`src/rtl/z80_waitstate_generator.sv`:
```
// z80_waitstate_generator
// Purpose: programmable I/O wait-state generator for a Z80 bus. Each of four
// I/O devices has an 8-bit register holding its total wait-state count
// (including the Z80's automatic TW). During an I/O cycle the block drives
// o_wait high for max(WS[d]-1, 0) clocks.
//
// Ports:
//   i_clk     - system clock, all state changes on its rising edge
//   i_reset   - synchronous active-low reset
//   i_iorq_n  - active-low I/O request (address-qualified externally)
//   i_device  - target device index of the current I/O cycle
//   i_cs_n    - active-low chip select of the configuration registers
//   i_wr_n    - active-low write strobe
//   i_addr    - configuration register index
//   i_data    - configuration write data
//   o_data    - configuration readback data (0 unless readback enabled)
//   o_wait    - registered wait request, high = insert wait state
//
// Build option: define Z80_WSG_READBACK_EN to enable combinational readback
// of WS[i_addr] on o_data while i_cs_n=0 and i_wr_n=1.
module z80_waitstate_generator (
  input  logic       i_clk,
  input  logic       i_reset,
  input  logic       i_iorq_n,
  input  logic [1:0] i_device,
  input  logic       i_cs_n,
  input  logic       i_wr_n,
  input  logic [1:0] i_addr,
  input  logic [7:0] i_data,
  output logic [7:0] o_data,
  output logic       o_wait
);

  logic [7:0] r_ws [0:3];
  logic [7:0] r_cnt;
  logic       r_wait;
  logic       r_armed;

  logic       w_cfg_wr;
  logic       w_start;
  logic [7:0] w_ws_sel;

  assign w_cfg_wr = ~i_cs_n & ~i_wr_n;
  // A configuration access never starts a cycle; armed prevents a long
  // IORQ-low period from restarting once the count has finished.
  assign w_start  = ~i_iorq_n & i_cs_n & r_armed;
  assign w_ws_sel = r_ws[i_device];

  // Configuration registers.
  always_ff @(posedge i_clk) begin
    if (!i_reset) begin
      r_ws[0] <= 8'h00;
      r_ws[1] <= 8'h00;
      r_ws[2] <= 8'h00;
      r_ws[3] <= 8'h00;
    end else if (w_cfg_wr) begin
      r_ws[i_addr] <= i_data;
    end else begin
      r_ws[i_addr] <= r_ws[i_addr];
    end
  end

  // Cycle arming: cleared at cycle start, re-armed whenever IORQ is high.
  always_ff @(posedge i_clk) begin
    if (!i_reset) begin
      r_armed <= 1'b1;
    end else if (i_iorq_n) begin
      r_armed <= 1'b1;
    end else if (w_start) begin
      r_armed <= 1'b0;
    end else begin
      r_armed <= r_armed;
    end
  end

  // Wait counter. cnt holds the remaining extra clocks after the current
  // one, so WS is latched as WS-2 at start; it only counts down to zero and
  // therefore cannot wrap. Later config writes do not touch a running count.
  always_ff @(posedge i_clk) begin
    if (!i_reset) begin
      r_wait <= 1'b0;
      r_cnt  <= 8'h00;
    end else if (r_wait) begin
      if (i_iorq_n) begin
        r_wait <= 1'b0;
        r_cnt  <= 8'h00;
      end else if (r_cnt != 8'h00) begin
        r_cnt  <= r_cnt - 8'd1;
      end else begin
        r_wait <= 1'b0;
      end
    end else if (w_start && (w_ws_sel >= 8'd2)) begin
      r_wait <= 1'b1;
      r_cnt  <= w_ws_sel - 8'd2;
    end else begin
      r_wait <= 1'b0;
      r_cnt  <= r_cnt;
    end
  end

  assign o_wait = r_wait;

`ifdef Z80_WSG_READBACK_EN
  assign o_data = (!i_cs_n && i_wr_n) ? r_ws[i_addr] : 8'h00;
`else
  assign o_data = 8'h00;
`endif

endmodule

```
`config.mk`:
```
export PLATFORM = sky130hd
export DESIGN_NAME = z80_waitstate_generator
export DESIGN_NICKNAME = d
export VERILOG_FILES = /design/src/rtl/z80_waitstate_generator.sv
export SDC_FILE = /design/constraint.sdc
export NUM_CORES = 1
export LEC_CHECK = 0
export BUFFER_PORTS_ARGS = -buffer_cell sky130_fd_sc_hd__buf_2
export CAP_MARGIN = 25
export CORE_MARGIN = 8
export CORE_UTILIZATION = 55
export CTS_CLUSTER_SIZE = 24
export DETAILED_ROUTE_END_ITERATION = 8
export HOLD_SLACK_MARGIN = 0.06
export PLACE_DENSITY_LB_ADDON = 0.25
export SLEW_MARGIN = 10
export SYNTH_ARGS = -nofsm -noshare
export SYNTH_HDL_FRONTEND = slang
export SYNTH_SLANG_ARGS = --single-unit
```
`constraint.sdc`:
```
create_clock -name i_clk -period 3 [get_ports i_clk]
set_input_delay 0 -clock i_clk [delete_from_list [all_inputs] [get_ports i_clk]]
set_output_delay 0 -clock i_clk [all_outputs]
set_load 0.01 [all_outputs]
```
* After elaboration in Yosys (flattened, before gate mapping)
Memories as Yosys holds them, arrays and structs flattened.
Index checks and enable logic that the tools add are counted.
** Word-level totals
- Register bits :: 10
- Bits in latches :: 0
- Memory bits (writable) :: 32
- ROM bits :: 0
- Output and inout port bits :: 9
- Word-level logic and storage cells :: 43
- Memories kept :: 1
** Memories
- r_ws :: depth 4, bits a word 8, read ports 1, clocked after Yosys merged registers in 0, write ports 4, RTL line 34 : logic [7:0] r_ws [0:3];
** Operators by class
- $add $sub $neg :: 2
- Multipliers :: 0
- Divide/modulo/power cells :: 0
- $lt $le $gt $ge :: 1
- Equal/unequal tests :: 2
- Shift-type cells :: 0
- Multiplexer cells :: 19
- Bitwise operators :: 8
- Reductions and logical operators :: 7
** Operators by type and width (count)
- $mux 8 :: 6
- $mux 1 :: 12
- $ge 8x2->1 const B :: 1
- $reduce_bool 8->1 :: 1
- $reduce_or 8->1 :: 1
- $sub 8x1->8 const B :: 1
- $sub 8x2->8 const B :: 1
- $not 1->1 :: 4
- $reduce_and 2->1 :: 2
- $and 1x1->1 :: 3
- $ne 3x2->1 const B :: 1
- $mux 2 :: 1
- $reduce_bool 2->1 :: 1
- $reduce_or 2->1 :: 1
- $logic_and 1x1->1 :: 1
- $ne 0x0->1 :: 1
- $or 1x1->1 :: 1

* Longest topological paths before layout
- Depth in word-level cells :: 9
- Depth in mapped cells :: 9
- Mapped depth without buffers :: 8

* Worst setup path before layout
Ideal clock, no wire load.
- Kind :: register to register
- Start :: memory r_ws[3][1]
- End :: register r_cnt[4]
- Arrival time :: 2.175 ns
- Setup slack :: 0.698 ns
- Stages on the path, launching flop included :: 7
- Buffers on the path :: 1
- Period minus slack after synthesis :: 2.302 ns
- Cells stage by stage :: edfxtp_1 -> mux4_2 -> or4_4 -> o31ai_4 -> and2_1 -> buf_6 -> o32ai_1
** On the way
- Word-level cells in the longest chain between the ends :: 5
- Elaborated cells on any way between the ends :: 8
** RTL lines
- from (decl) :: RTL line 34
- $mem_v2 4x8 *
- $ge 8x2->1 :: RTL line 92 : end else if (w_start && (w_ws_sel >= 8'd2)) begin
- $logic_and 1x1->1 :: RTL line 92
- $reduce_bool 2->1 (no line)
- $reduce_and 2->1 (no line)
- to (signal assigned) :: RTL line 88 : r_cnt <= r_cnt - 8'd1;
- to (signal assigned) :: RTL line 94 : r_cnt <= w_ws_sel - 8'd2;
- to (signal assigned) :: RTL line 97 : r_cnt <= r_cnt;
- to (decl) :: RTL line 35 : logic [7:0] r_cnt;
Mark *: on every way between the ends. The rest lies on a longest branch, timed or not. The select of a mux whose other input is x is not followed.
A chain may end at the register's enable or synchronous reset.

* Worst setup path in the final report
- Start :: memory r_ws[3][1]
- End :: register r_cnt[5]
Same word-level chain as after synthesis.

==> flow_summary_export.csv <==
group,metric,value,unit
setup_path,worst_path_largest_cell_delay,600,ps
logic_synthesis,synth.area.top_cells,"edfxtp_1, dfxtp_1, mux4_1",
placement,gp_congestion,0.8607,
floorplanning,die_x,79.85,um
clock_tree,clk_latency,290,ps
grt,grt_pass1_wl,7707,um
detailed_routing,via_per_inst,5.908,
floorplanning,die_h,79.85,um
logic_synthesis,synth-seq-cells,42,
layout,final_util,63.55,%
grt,first_global_vias,1552,
timing,setup_violations,0,
timing,fin_hold_ws,173.1,ps
timing,fin_skew,9.339,ps
worst_hold_path,min_path_type,"in -> reg",
logic_synthesis,ys_types,43,
layout,final_layout_size_suffix_gt1_share,16.29,%
pwr,power_density,500.3,mW/mm^2
clock_tree,cts_resized,0,
grt,track_usage,15.88,%
logic_synthesis,synth_top_cell_area_share,42.86,%
timing,tns,0,ps
logic_synthesis,ys.warnings.count,0,
layout,diodes,0,
clock_tree,cts_htree_levels,2,
logic_synthesis,seq_area_frac_synth,51.79,%
placement,portBuffers,17,
logic_synthesis,yosys-top-cells-count,"edfxtp_1, and2_1, nand2_1, dfxtp_1",
layout,area_growth,12.56,%
detailed_routing,final_antenna_net_count,0,
setup_path,end_kind,"flop",
setup_path,crit_fanout,10,
logic_synthesis,synthArstFlopShare,0,%
detailed_routing,drcViolationCount,0,
floorplanning,ios,26,
flow_run,maxCapViolations,0,
timing,rsz0062_at_grt,"no",
timing,period_needed,2488,ps
clock_tree,cts.sink_count,42,
detailed_routing,wirelength,4758,um
clock_tree,cts_setup_buffers,0,
timing,slew_headroom,62.71,%
pwr,power.leakage,0.9859,nW
timing,fmax,0.4020,GHz
setup_path,critPathBufInv,1,
grt,grt-ovfl-total,0,
setup_path,worst_ep_arrival_time,2650,ps
logic_synthesis,yosysMostFrequentCell,"edfxtp_1",
timing,tightest_slew,557.2,ps
detailed_routing,drtIter0Drc,65,
placement,hpwl,3319,um
floorplanning,row_count,23,
logic_synthesis,synth_area,0.002242,mm^2
clock_tree,clk_transition_reported_paths,80,ps
layout,layout.nets,241,
grt,antenna_found_initial,0,
floorplanning,initial_core_util,56.46,%
logic_synthesis,avgSynthCellArea,11.86,um^2
setup_path,worst_ep_required_time,3170,ps
timing,fin_ws,512.2,ps
detailed_routing,wire_per_inst,17.56,um
pwr,ir_worst_vdd,0.2646,mV
logic_synthesis,ys.flop_type,"edfxtp_1",
grt,grt_start_max_net_pins,22,
clock_tree,cts_buffer_depth,2,
setup_path,path_class,"reg -> reg",
setup_path,cp-start-kind,"flop",
detailed_routing,drt_pass1_iterations,5,
floorplanning,fp.coreArea,0.003971,mm^2
clock_tree,cts_tree,"done",
detailed_routing,vias,1601,
status,status,"finished, final reports clean",
floorplanning,fp.dieArea,0.006376,mm^2
logic_synthesis,yosysTopAreaCell,"edfxtp_1",
clock_tree,root_buffer,"clkbuf_8",
setup_path,path_cells,"mux4_2 > or4_4 > o31ai_4 > buf_4 > and2_1 > o32ai_1",
setup_path,slowest_stage,"or4_4",
timing,min_period_over_period,82.93,%
logic_synthesis,syn-instance-count,189,
timing,slew_violations,0,
logic_synthesis,synth_enable_flop_cells,32,
timing,hold_viol,0,
clock_tree,cts_buffers,5,
setup_path,critPathTopFamily,"simple AND/OR/NAND/NOR gates",
placement,dp_slack,540.7,ps
layout by cell type, fill, tap and decap left out, types with 6 or more instances in the layout:
| cell type | instances |
|---|---|
| and3_1 | 8 |
| dlygate4sd3_1 | 10 |
| dfxtp_1 | 10 |
| nor2_1 | 8 |
| nor3_1 | 9 |
| buf_2 | 17 |
| inv_1 | 8 |
| conb_1 | 8 |
| edfxtp_1 | 32 |
| mux4_1 | 6 |
| a21oi_1 | 7 |
| and2_1 | 25 |
| nand2_1 | 13 |
area by class of cell:
cell class / count / area, um^2
Inverter: 9 / 33.78
Tap cell: 50 / 62.56
Timing Repair Buffer: 32 / 222.7
Clock inverter: 2 / 10.01
Multi-Input combinational cell: 131 / 964.7
Sequential cell: 42 / 1161
Fill cell: 311 / 1448
Clock buffer: 5 / 68.82
registers in the layout (all words and copies together), names as in the netlist:
signal and count:
o_wait 1, r_cnt 8, r_armed 1, r_ws 32
final timing paths:
path                                  from  endpoint  slack, ps  cells after the start
worst min-delay path               i_reset  r_cnt[2]        170                      3
worst max register to register  r_ws[3][1]  r_cnt[5]        510                      6
worst max-delay path            r_ws[3][1]  r_cnt[5]        510                      6
worst min register to register    r_cnt[3]  r_cnt[3]        490                      2
worst reg2reg max path, cell delays in order, from the launching register on:
cell and delay [ps]:
edfxtp_1 360, mux4_2 520, or4_4 600, o31ai_4 250, buf_4 190, and2_1 320
o32ai_1 140
kinds of logic (layout without fill, tap and decap cells):
kind of cell | count (synthesis) | after routing | share of synthesized area [%]
other | 1 | 8 | 0.1673
multiplexers | 8 | 8 | 9.040
AND/OR/NAND/NOR | 79 | 79 | 19.64
AO/OA/AOI/OAI | 30 | 30 | 10.16
adder cells (fa/ha/maj) | 3 | 3 | 1.674
XOR/XNOR | 3 | 3 | 1.172
flip-flops | 42 | 42 | 51.79
buffers and inverters | 23 | 48 | 6.361
per-layer routing:
| layer | vias to the layer above | part of all wire, % | global-route usage, % |
|---|---|---|---|
| li1 | 760 | - | - |
| met1 | 765 | 41 | 18.02 |
| met2 | 64 | 50 | 26.89 |
| met3 | 12 | 6.9 | 4.392 |
| met4 | 0 | 2.3 | 7.636 |
| met5 | - | 0 | 0 |
through the flow:
step,std cells,power [mW],area (um^2)
after floorplan,196,0.8660,2268
after CTS,271,1.263,2524
after global routing,271,1.320,2524
final,271,1.263,2524
after global placement,254,0.9152,2345
after detailed placement,254,0.9202,2345
report_power, final:
group / leakage, nW / switching, mW / internal (mW)
Clock: 0.0438 / 0.187 / 0.156
Combinational: 0.552 / 0.132 / 0.0994
Sequential: 0.390 / 0.0206 / 0.667
Total: 0.986 / 0.340 / 0.923
what timing repair did:
action                     4_1_cts  5_1_grt
setup endpoints to repair        0        0
hold buffers                    10        0
hold endpoints to repair        31        0
(Power assumes the default switching activity.)
